===== src/rtl/gene_net_sim.sv =====
// gene_net_sim: Boolean gene-regulatory-network engine.
// Each gene has a programmable activator/inhibitor mask pair. The engine
// supports loading a state, single-stepping, and autonomous runs that look
// for an attractor using Brent's cycle-detection algorithm.
// Optional feature macro: GENE_NET_DEFAULT_RULES_EN (reset loads the
// reference 8-gene rule set instead of all-zero masks).
//
// Handshake: load, step, start and cfg_we are level-sampled single-cycle
// commands. They are accepted on any rising edge while not busy and ignored
// while busy. done/found/timeout/period/steps are valid while done is high.
module gene_net_sim #(
    parameter int N      = 8,
    parameter int STEP_W = 16,
    parameter int IDX_W  = (N > 1) ? $clog2(N) : 1
) (
    input  logic              clk,
    input  logic              rst,
    input  logic              cfg_we,
    input  logic [IDX_W-1:0]  cfg_idx,
    input  logic [N-1:0]      cfg_act,
    input  logic [N-1:0]      cfg_inh,
    input  logic              load,
    input  logic [N-1:0]      load_state,
    input  logic              step,
    input  logic              start,
    input  logic [STEP_W-1:0] max_steps,
    output logic [N-1:0]      state,
    output logic              busy,
    output logic              done,
    output logic              found,
    output logic              timeout,
    output logic [STEP_W-1:0] period,
    output logic [STEP_W-1:0] steps,
    output logic [1:0]        dbg_fsm
);

    typedef enum logic [1:0] {
        IDLE = 2'd0,
        RUN  = 2'd1,
        DONE = 2'd2
    } fsm_t;

    fsm_t fsm_q, fsm_nxt;

    logic [N-1:0]      act_q [N];
    logic [N-1:0]      inh_q [N];
    logic [N-1:0]      state_q;
    logic [N-1:0]      saved_q;
    logic [N-1:0]      nxt;
    logic [STEP_W-1:0] steps_q;
    logic [STEP_W-1:0] period_q;
    logic [STEP_W-1:0] power_q;
    logic [STEP_W-1:0] lam_q;
    logic [STEP_W-1:0] steps_inc;
    logic [STEP_W-1:0] lam_inc;
    logic              busy_q, done_q, found_q, timeout_q;

    logic cfg_ok, do_load, do_start, do_step;
    logic run_found, run_tout, run_save, tout_hit;

`ifdef GENE_NET_DEFAULT_RULES_EN
    // Reference 8-gene network; bit i of each mask refers to gene i.
    function automatic logic [N-1:0] dflt_act(input int i);
        logic [7:0] t;
        case (i)
            0: t = 8'h40;
            1: t = 8'h30;
            2: t = 8'h80;
            3: t = 8'h02;
            4: t = 8'h0A;
            5: t = 8'h04;
            6: t = 8'h02;
            7: t = 8'h48;
            default: t = 8'h00;
        endcase
        return (N >= 8) ? N'(t) : '0;
    endfunction

    function automatic logic [N-1:0] dflt_inh(input int i);
        logic [7:0] t;
        case (i)
            0: t = 8'h84;
            1: t = 8'h80;
            3: t = 8'h40;
            5: t = 8'h80;
            6: t = 8'h80;
            7: t = 8'h03;
            default: t = 8'h00;
        endcase
        return (N >= 8) ? N'(t) : '0;
    endfunction
`endif

    assign steps_inc = steps_q + 1'b1;
    assign lam_inc   = lam_q + 1'b1;

    // Network update: a gene with an empty activator mask is constitutively
    // active; any active inhibitor forces it off.
    always_comb begin
        nxt = '0;
        for (int i = 0; i < N; i++) begin
            nxt[i] = ((act_q[i] == '0) || (|(state_q & act_q[i])))
                     && !(|(state_q & inh_q[i]));
        end
    end

    // Run termination: explicit limit, or the step counter about to saturate.
    assign tout_hit = ((max_steps != '0) && (steps_inc == max_steps))
                      || (steps_inc == '1);

    // Next-state and command decode; commands only act outside RUN.
    always_comb begin
        fsm_nxt   = fsm_q;
        cfg_ok    = 1'b0;
        do_load   = 1'b0;
        do_start  = 1'b0;
        do_step   = 1'b0;
        run_found = 1'b0;
        run_tout  = 1'b0;
        run_save  = 1'b0;
        case (fsm_q)
            IDLE, DONE: begin
                cfg_ok = cfg_we && (int'(cfg_idx) < N);
                if (load) begin
                    do_load = 1'b1;
                    fsm_nxt = IDLE;
                end else if (start) begin
                    do_start = 1'b1;
                    fsm_nxt  = RUN;
                end else if (step) begin
                    do_step = 1'b1;
                    fsm_nxt = IDLE;
                end
            end
            RUN: begin
                if (nxt == saved_q) begin
                    run_found = 1'b1;
                    fsm_nxt   = DONE;
                end else if (tout_hit) begin
                    run_tout = 1'b1;
                    fsm_nxt  = DONE;
                end else if (lam_inc == power_q) begin
                    run_save = 1'b1;
                end
            end
            default: fsm_nxt = IDLE;
        endcase
    end

    // State register, rule storage and run datapath.
    always_ff @(posedge clk) begin
        if (rst) begin
            fsm_q     <= IDLE;
            state_q   <= '0;
            saved_q   <= '0;
            steps_q   <= '0;
            period_q  <= '0;
            power_q   <= '0;
            lam_q     <= '0;
            busy_q    <= 1'b0;
            done_q    <= 1'b0;
            found_q   <= 1'b0;
            timeout_q <= 1'b0;
            for (int i = 0; i < N; i++) begin
`ifdef GENE_NET_DEFAULT_RULES_EN
                act_q[i] <= dflt_act(i);
                inh_q[i] <= dflt_inh(i);
`else
                act_q[i] <= '0;
                inh_q[i] <= '0;
`endif
            end
        end else begin
            fsm_q <= fsm_nxt;
            if (cfg_ok) begin
                act_q[cfg_idx] <= cfg_act;
                inh_q[cfg_idx] <= cfg_inh;
            end
            if (do_load) begin
                state_q   <= load_state;
                steps_q   <= '0;
                done_q    <= 1'b0;
                found_q   <= 1'b0;
                timeout_q <= 1'b0;
            end else if (do_start) begin
                saved_q   <= state_q;
                power_q   <= STEP_W'(1);
                lam_q     <= '0;
                steps_q   <= '0;
                busy_q    <= 1'b1;
                done_q    <= 1'b0;
                found_q   <= 1'b0;
                timeout_q <= 1'b0;
            end else if (do_step) begin
                state_q <= nxt;
                done_q  <= 1'b0;
                if (steps_q != '1) begin
                    steps_q <= steps_inc;
                end
            end
            if (fsm_q == RUN) begin
                state_q <= nxt;
                steps_q <= steps_inc;
                lam_q   <= lam_inc;
                if (run_found) begin
                    found_q  <= 1'b1;
                    period_q <= lam_inc;
                    busy_q   <= 1'b0;
                    done_q   <= 1'b1;
                end else if (run_tout) begin
                    timeout_q <= 1'b1;
                    busy_q    <= 1'b0;
                    done_q    <= 1'b1;
                end else if (run_save) begin
                    saved_q <= nxt;
                    lam_q   <= '0;
                    if (!power_q[STEP_W-1]) begin
                        power_q <= power_q << 1;
                    end
                end
            end
        end
    end

    assign state   = state_q;
    assign busy    = busy_q;
    assign done    = done_q;
    assign found   = found_q;
    assign timeout = timeout_q;
    assign period  = period_q;
    assign steps   = steps_q;
    assign dbg_fsm = fsm_q;

endmodule


===== config.mk =====
export PLATFORM = sky130hd
export DESIGN_NAME = gene_net_sim
export DESIGN_NICKNAME = d
export VERILOG_FILES = /design/src/rtl/gene_net_sim.sv
export SDC_FILE = /design/constraint.sdc
export NUM_CORES = 1
export LEC_CHECK = 0
export ABC_AREA = 1
export CAP_MARGIN = 15
export CORE_UTILIZATION = 63
export CTS_CLUSTER_SIZE = 8
export DETAILED_ROUTE_END_ITERATION = 8
export PLACE_DENSITY = 0.91
export SLEW_MARGIN = 25
export SYNTH_ARGS = -nofsm -noshare
export SYNTH_HDL_FRONTEND = slang
export SYNTH_SLANG_ARGS = --single-unit

===== constraint.sdc =====
create_clock -name clk -period 3.2 [get_ports clk]
set_input_delay 0.64 -clock clk [delete_from_list [all_inputs] [get_ports clk]]
set_output_delay 0.64 -clock clk [all_outputs]
set_load 0.05 [all_outputs]

After elaboration in Yosys (flattened, before gate mapping)
Memory sizes are Yosys's and may differ from the RTL's.
Cells that the tools add are included.
{"block": "word_totals", "mem_bits_rw": 128, "input_bits": 49, "memories": 2, "regBits": 86, "out_inout_bits": 46, "word_cells": 190}
{"block": "op_classes", "n_addsub": 2, "n_bitwise": 16, "n_mux": 84, "eq_ne": 11, "n_reduce_logical": 64}
{"memory": "act_q", "depth": 8, "word_bits": 8, "rd": 8, "rd_clocked_by_memory_dff": 0, "wr": 8, "line_no": "45", "source": "logic [N-1:0] act_q [N];"}
{"memory": "inh_q", "depth": 8, "word_bits": 8, "rd": 8, "rd_clocked_by_memory_dff": 0, "wr": 8, "line_no": "46", "source": "logic [N-1:0] inh_q [N];"}
{"cell": "two-way mux 16 bit", "count": 18}
{"cell": "OR reduction 8 bit", "count": 18}
{"cell": "AND 8 bit", "count": 16}
{"cell": "two-way mux 8 bit", "count": 12}
{"cell": "logical NOT 8 bit", "count": 8}
{"cell": "two-way mux 1 bit", "count": 46}
{"cell": "adder 16 x 1 -> 16 bit (second input constant)", "count": 2}
{"cell": "== test 16 bit", "count": 2}
{"cell": "== test 16 bit (second input constant)", "count": 1}
{"cell": "inequality test 16 bit (second input constant)", "count": 1}
{"cell": "nonzero test 16 bit", "count": 1}
{"cell": "two-way mux 2 bit", "count": 5}
{"cell": "AND reduction 2 bit", "count": 5}
{"cell": "logical AND 1 bit", "count": 9}
{"cell": "logical OR 1 bit", "count": 9}
{"cell": "== test 8 bit", "count": 1}
{"cell": "logical NOT 1 bit", "count": 8}
{"cell": "nonzero test 4 bit", "count": 2}
{"cell": "two-way mux 3 bit", "count": 2}
{"cell": "inequality test 4 bit (second input constant)", "count": 1}
{"cell": "one-hot mux 2 bit (2 select lines)", "count": 1}
{"cell": "inequality test 3 x 2 -> 1 bit (second input constant)", "count": 1}
{"cell": "inequality test 3 bit (second input constant)", "count": 1}
{"cell": "nonzero test 3 bit", "count": 1}
{"cell": "other kinds (6)", "count": 6}

Longest topological paths before layout
{"block": "logic_depth", "depth_word": 11, "ltp_mapped": 19, "mapped_depth_nobuf": 18}

Least setup slack after synthesis
Ideal clock, no wire load.
{"block": "synth_path", "kind": "register to register", "startpoint": "register steps_q[1] (netlist: steps[1])", "endpoint": "register power_q[4]", "path_slack_ns": 0.682, "arrival_time_ns": 2.405, "n_path_buf": 1, "t_required_ns": 3.087, "synth_period_minus_slack_ns": 2.518, "path_stages_with_launch": 18, "setup_ns": 0.113, "path_cell_list": "dfxtp_1 -> ha_1 -> nand2_1 -> nor2_4 -> nand3_1 -> nand2_1 -> nand2_1 -> nand2_1 -> nand2_1 -> nand2_1 -> nor2_1 -> nand3_1 -> nand2_1 -> nor2_4 -> nand2_2 -> buf_4 -> nor2_1 -> nor2_1"}
{"block": "synth_between", "elab_chain_len": 11, "word_cells_on_any_way": 15, "cone_classes": "add/sub: 1; eq/ne: 2; mux: 10; reduce/logical: 2"}
{"item": "from (decl)", "line_no": "50", "source": "logic [STEP_W-1:0] steps_q;"}
{"item": "from (signal assigned)", "line_no": "198", "source": "steps_q <= steps_inc;"}
{"item": "from (signal assigned)", "line_no": "203", "source": "steps_q <= steps_inc;"}
{"item": "adder 16 x 1 -> 16 bit *", "line_no": "94", "source": "assign steps_inc = steps_q + 1'b1;"}
{"item": "== test 16 bit", "line_no": "108", "source": "assign tout_hit = ((max_steps != '0) && (steps_inc == max_steps))"}
{"item": "logical AND 1 bit", "line_no": "108"}
{"item": "logical OR 1 bit *", "line_no": "109", "source": "|| (steps_inc == '1);"}
{"item": "two-way mux 1 bit", "line_no": "139", "source": "end else if (tout_hit) begin"}
{"item": "two-way mux 1 bit", "line_no": "136", "source": "if (nxt == saved_q) begin"}
{"item": "two-way mux 1 bit", "line_no": "121", "source": "case (fsm_q)"}
{"item": "two-way mux 16 bit", "line_no": "214", "source": "end else if (run_save) begin"}
{"item": "two-way mux 16 bit *", "line_no": "210", "source": "end else if (run_tout) begin"}
{"item": "two-way mux 16 bit *", "line_no": "205", "source": "if (run_found) begin"}
{"item": "two-way mux 16 bit *", "line_no": "201", "source": "if (fsm_q == RUN) begin"}
{"item": "to (signal assigned)", "line_no": "218", "source": "power_q <= power_q << 1;"}
{"item": "to (decl)", "line_no": "52", "source": "logic [STEP_W-1:0] power_q;"}
Mark *: on every way between the ends. The rest lies on a longest branch, timed or not.
A chain may end at the register's enable or synchronous reset.

Final worst setup path
{"block": "layout_path", "startpoint": "register state_q[4] (netlist: state[4])", "endpoint": "output port state[4]"}
{"item": "from (decl)", "line_no": "47", "source": "logic [N-1:0] state_q;"}
{"item": "from (signal assigned)", "line_no": "180", "source": "state_q <= load_state;"}
{"item": "from (signal assigned)", "line_no": "195", "source": "state_q <= nxt;"}
{"item": "from (signal assigned)", "line_no": "202", "source": "state_q <= nxt;"}
{"item": "to (decl)", "line_no": "27", "source": "output logic [N-1:0] state,"}
No word-level cell between the ends.

==> run summary <==
top-count cell post-synth - nand2_1
CTS Root Cell - clkbuf_16
GR Overflow Total - 0
number of synthesized flops with an enable pin - 128
layout cells sized above 1 - 5.05%
Final ANT Viol Nets - 0
num ports - 95
min-delay src - lam_q[13]
initial antenna violation count - 0
maximum clock path buffer count - 3
Worst Reg2Reg Path Length in Cells - 16
yosys warns - 0
synth unique cells - 39
htree depth - 1
Hold Vio Cnt, Final - 0
drt initial violations - 948
R2R Path End - lam_q[0]
internal power - 5.11 mW
Max stage delay on crit path - 980 ps
WP buf/inv - 1
vias after detailed routing - 10200
Core Area - 17300 µm²
CP required - 2560 ps
ys flop type - edfxtp_1
Worst setup SP type - flip-flop
Final period util - 98.3%
Critical Path AT - 2500 ps
Peak supply drop - 0.000484 V
Setup Viol. Count Final - 0
hold crit path type - reg -> reg
CTS Buf Count - 30
Max Fclk - 318 MHz
Die Span X - 135 µm
Reg2Reg Setup Slack - 410 ps
Worst slew margin - 31.3%
max layer used - met4
sequential power share - 45.2%
post-CTS setup buffers - 0
Hold Path Sink - lam_q[13]
Lkg Pwr - 5.74 nW
vias per std cell - 5.57
ys async rst share - 0%
CP endpoint kind - output port
post-CTS sizing - 0
Initial Utilization - 64.3%
status - complete, no violations
dpl hpwl - 19500 µm
setup_tns - 0 ps
mapped cell area - 11100 µm²
Critical-path top delay cell - dfxtp_1
Avg WL per Cell - 15.8 µm
GRT Resource Usage Total - 32.1%
CTS sink cnt - 214
Clock Power Share - 40.7%
Synth top area share - 34.6%
Comb power frac - 14.2%
Synth area leader - edfxtp_1
vias in the first global route - 9611
top cells by area, synth - edfxtp_1 35%, nand2_1 17%, dfxtp_1 15%
Synth Register Bits - 214
TritonCTS clock tree - built
Total Wirelength - 28900 µm
FP Rows - 48
Max Slew Vio Count - 0
hold path depth - 2
first-pass GRT wire length - 45700 µm
GP Congestion - 0.909
Commonest cells post-synth - 512 x nand2_1, 301 x nor2_1, 128 x edfxtp_1, 120 x inv_1, 86 x dfxtp_1
CP max FO - 19
syn nets - 1543
Residual DRC - 0
fin nets - 1640
sequential area share after synthesis - 50.0%
Met2 Routed Length - 14200 µm
switch share - 27.5%
port bufs - 94
Worst Max-Slew Pin Slew - 1030 ps
diodes inserted - 0
drt pass-1 iters - 7
minimum clock period after layout - 3140 ps
P_sw - 1.94 mW
synthesis-to-layout area growth - 17.7%
die area - 18200 µm²
mean post-synth cell area - 7.46 µm²
unrepaired setup endpoints after global routing - false
M1 wire length - 11000 µm
delay-heaviest family, CP - flip-flops
Worst R2R Start - state[6]
largest net degree at the start of global routing - 59
clock-pin slew on the worst setup and hold paths - 50 ps
Crit Path Category - reg -> out
chip height - 135 µm
pwr dens - 539 nW/µm²
hold buffer count at cts - 0
clock skew - 27.5 ps
post-synthesis instance total - 1491
CP cell instances - clkdlybuf4s50_1
Final Power - 7.06 mW
Max-cap violations - 0
met3 routed WL - 2680 µm
clock latency on the worst-skew pair - 560 ps
==> logic make-up after synthesis <==
family,count (synthesis),synth area share (%)
and+or+nand+nor,957,35.2
xor gates and xnor gates,17,1.73
buffers and inverters,178,6.95
AOI/OAI and AO/OA,122,5.70
adders and majority gates,3,0.338
DFF,214,50.0
==> power by group through the flow <==
stage,sequential [mW],combinational [mW],clock (mW)
after floorplan,3.24,0.625,0
after global placement,3.23,0.957,0
after detailed placement,3.23,0.982,0
after CTS,3.18,0.991,2.87
after global routing,3.20,1.09,2.99
final,3.19,1.00,2.87
==> routing by layer <==
layer  vias to the layer above  global-route usage [%]
met1                      4631                    39.0
met3                       103                    4.39
met4                         0                    14.5
li1                       4954                       -
met2                       507                    56.7
met5                         -                       0
==> how the worst max path moves through the flow <==
| stage | startpoint | slack [ps] | depth (start not counted) | endpoint |
|---|---|---|---|---|
| global route | state[6] | 20 | 1 | state[6] |
| global placement | rst | 510 | 4 | act_q[2][6] |
| finish | state[4] | 60 | 1 | state[4] |
| detailed placement | max_steps[1] | 450 | 16 | power_q[2] |
| CTS | state[4] | 80 | 1 | state[4] |
| floorplan | steps[1] | 680 | 17 | power_q[4] |
==> placed cells by master, fill, tap and decap left out, types with 4 or more instances in the layout <==
master	netlist	final
xnor2_1	5	5
nand3b_1	8	8
o21ai_0	53	53
nor2_1	301	301
clkbuf_16	0	30
buf_4	4	23
nor3_1	4	4
a21oi_1	57	57
nand2_1	512	512
dfxtp_1	86	86
inv_1	120	120
nand3_1	72	72
xor2_1	9	9
a31oi_1	4	4
clkbuf_1	27	16
clkdlybuf4s50_1	0	94
nor2_4	4	4
edfxtp_1	128	128
nand4_1	33	33
nor2_2	8	8
==> final cells by class <==
class / count / area (µm²)
clock buffer: 47 / 825
timing repair buffer: 118 / 1130
multi-input combinational: 1099 / 4780
sequential: 214 / 5570
inverter: 125 / 469
fill: 1227 / 4210
clock inverter: 1 / 30.0
tap: 225 / 282
==> state kept, by name, summed over array words and instances (netlist names) <==
signal	cells
saved_q	8
busy	1
dbg_fsm	2
state	8
inh_q	64
lam_q	16
period	16
done	1
power_q	16
found	1
act_q	64
timeout	1
steps	16
==> per-stage QoR <==
stage | cells | utilization [%] | instance area [µm²] | setup slack, ps | hold slack [ps]
CTS | 1829 | 75.7 | 13100 | 82.2 | 465
floorplan | 1491 | - | 11100 | 682 | 445
global placement | 1781 | 70.7 | 12200 | 513 | 453
finish | 1829 | 75.7 | 13100 | 55.2 | 466
detailed placement | 1781 | 70.7 | 12200 | 452 | 461
global route | 1829 | 75.7 | 13100 | 18.9 | 484
(Power assumes the default switching activity.)
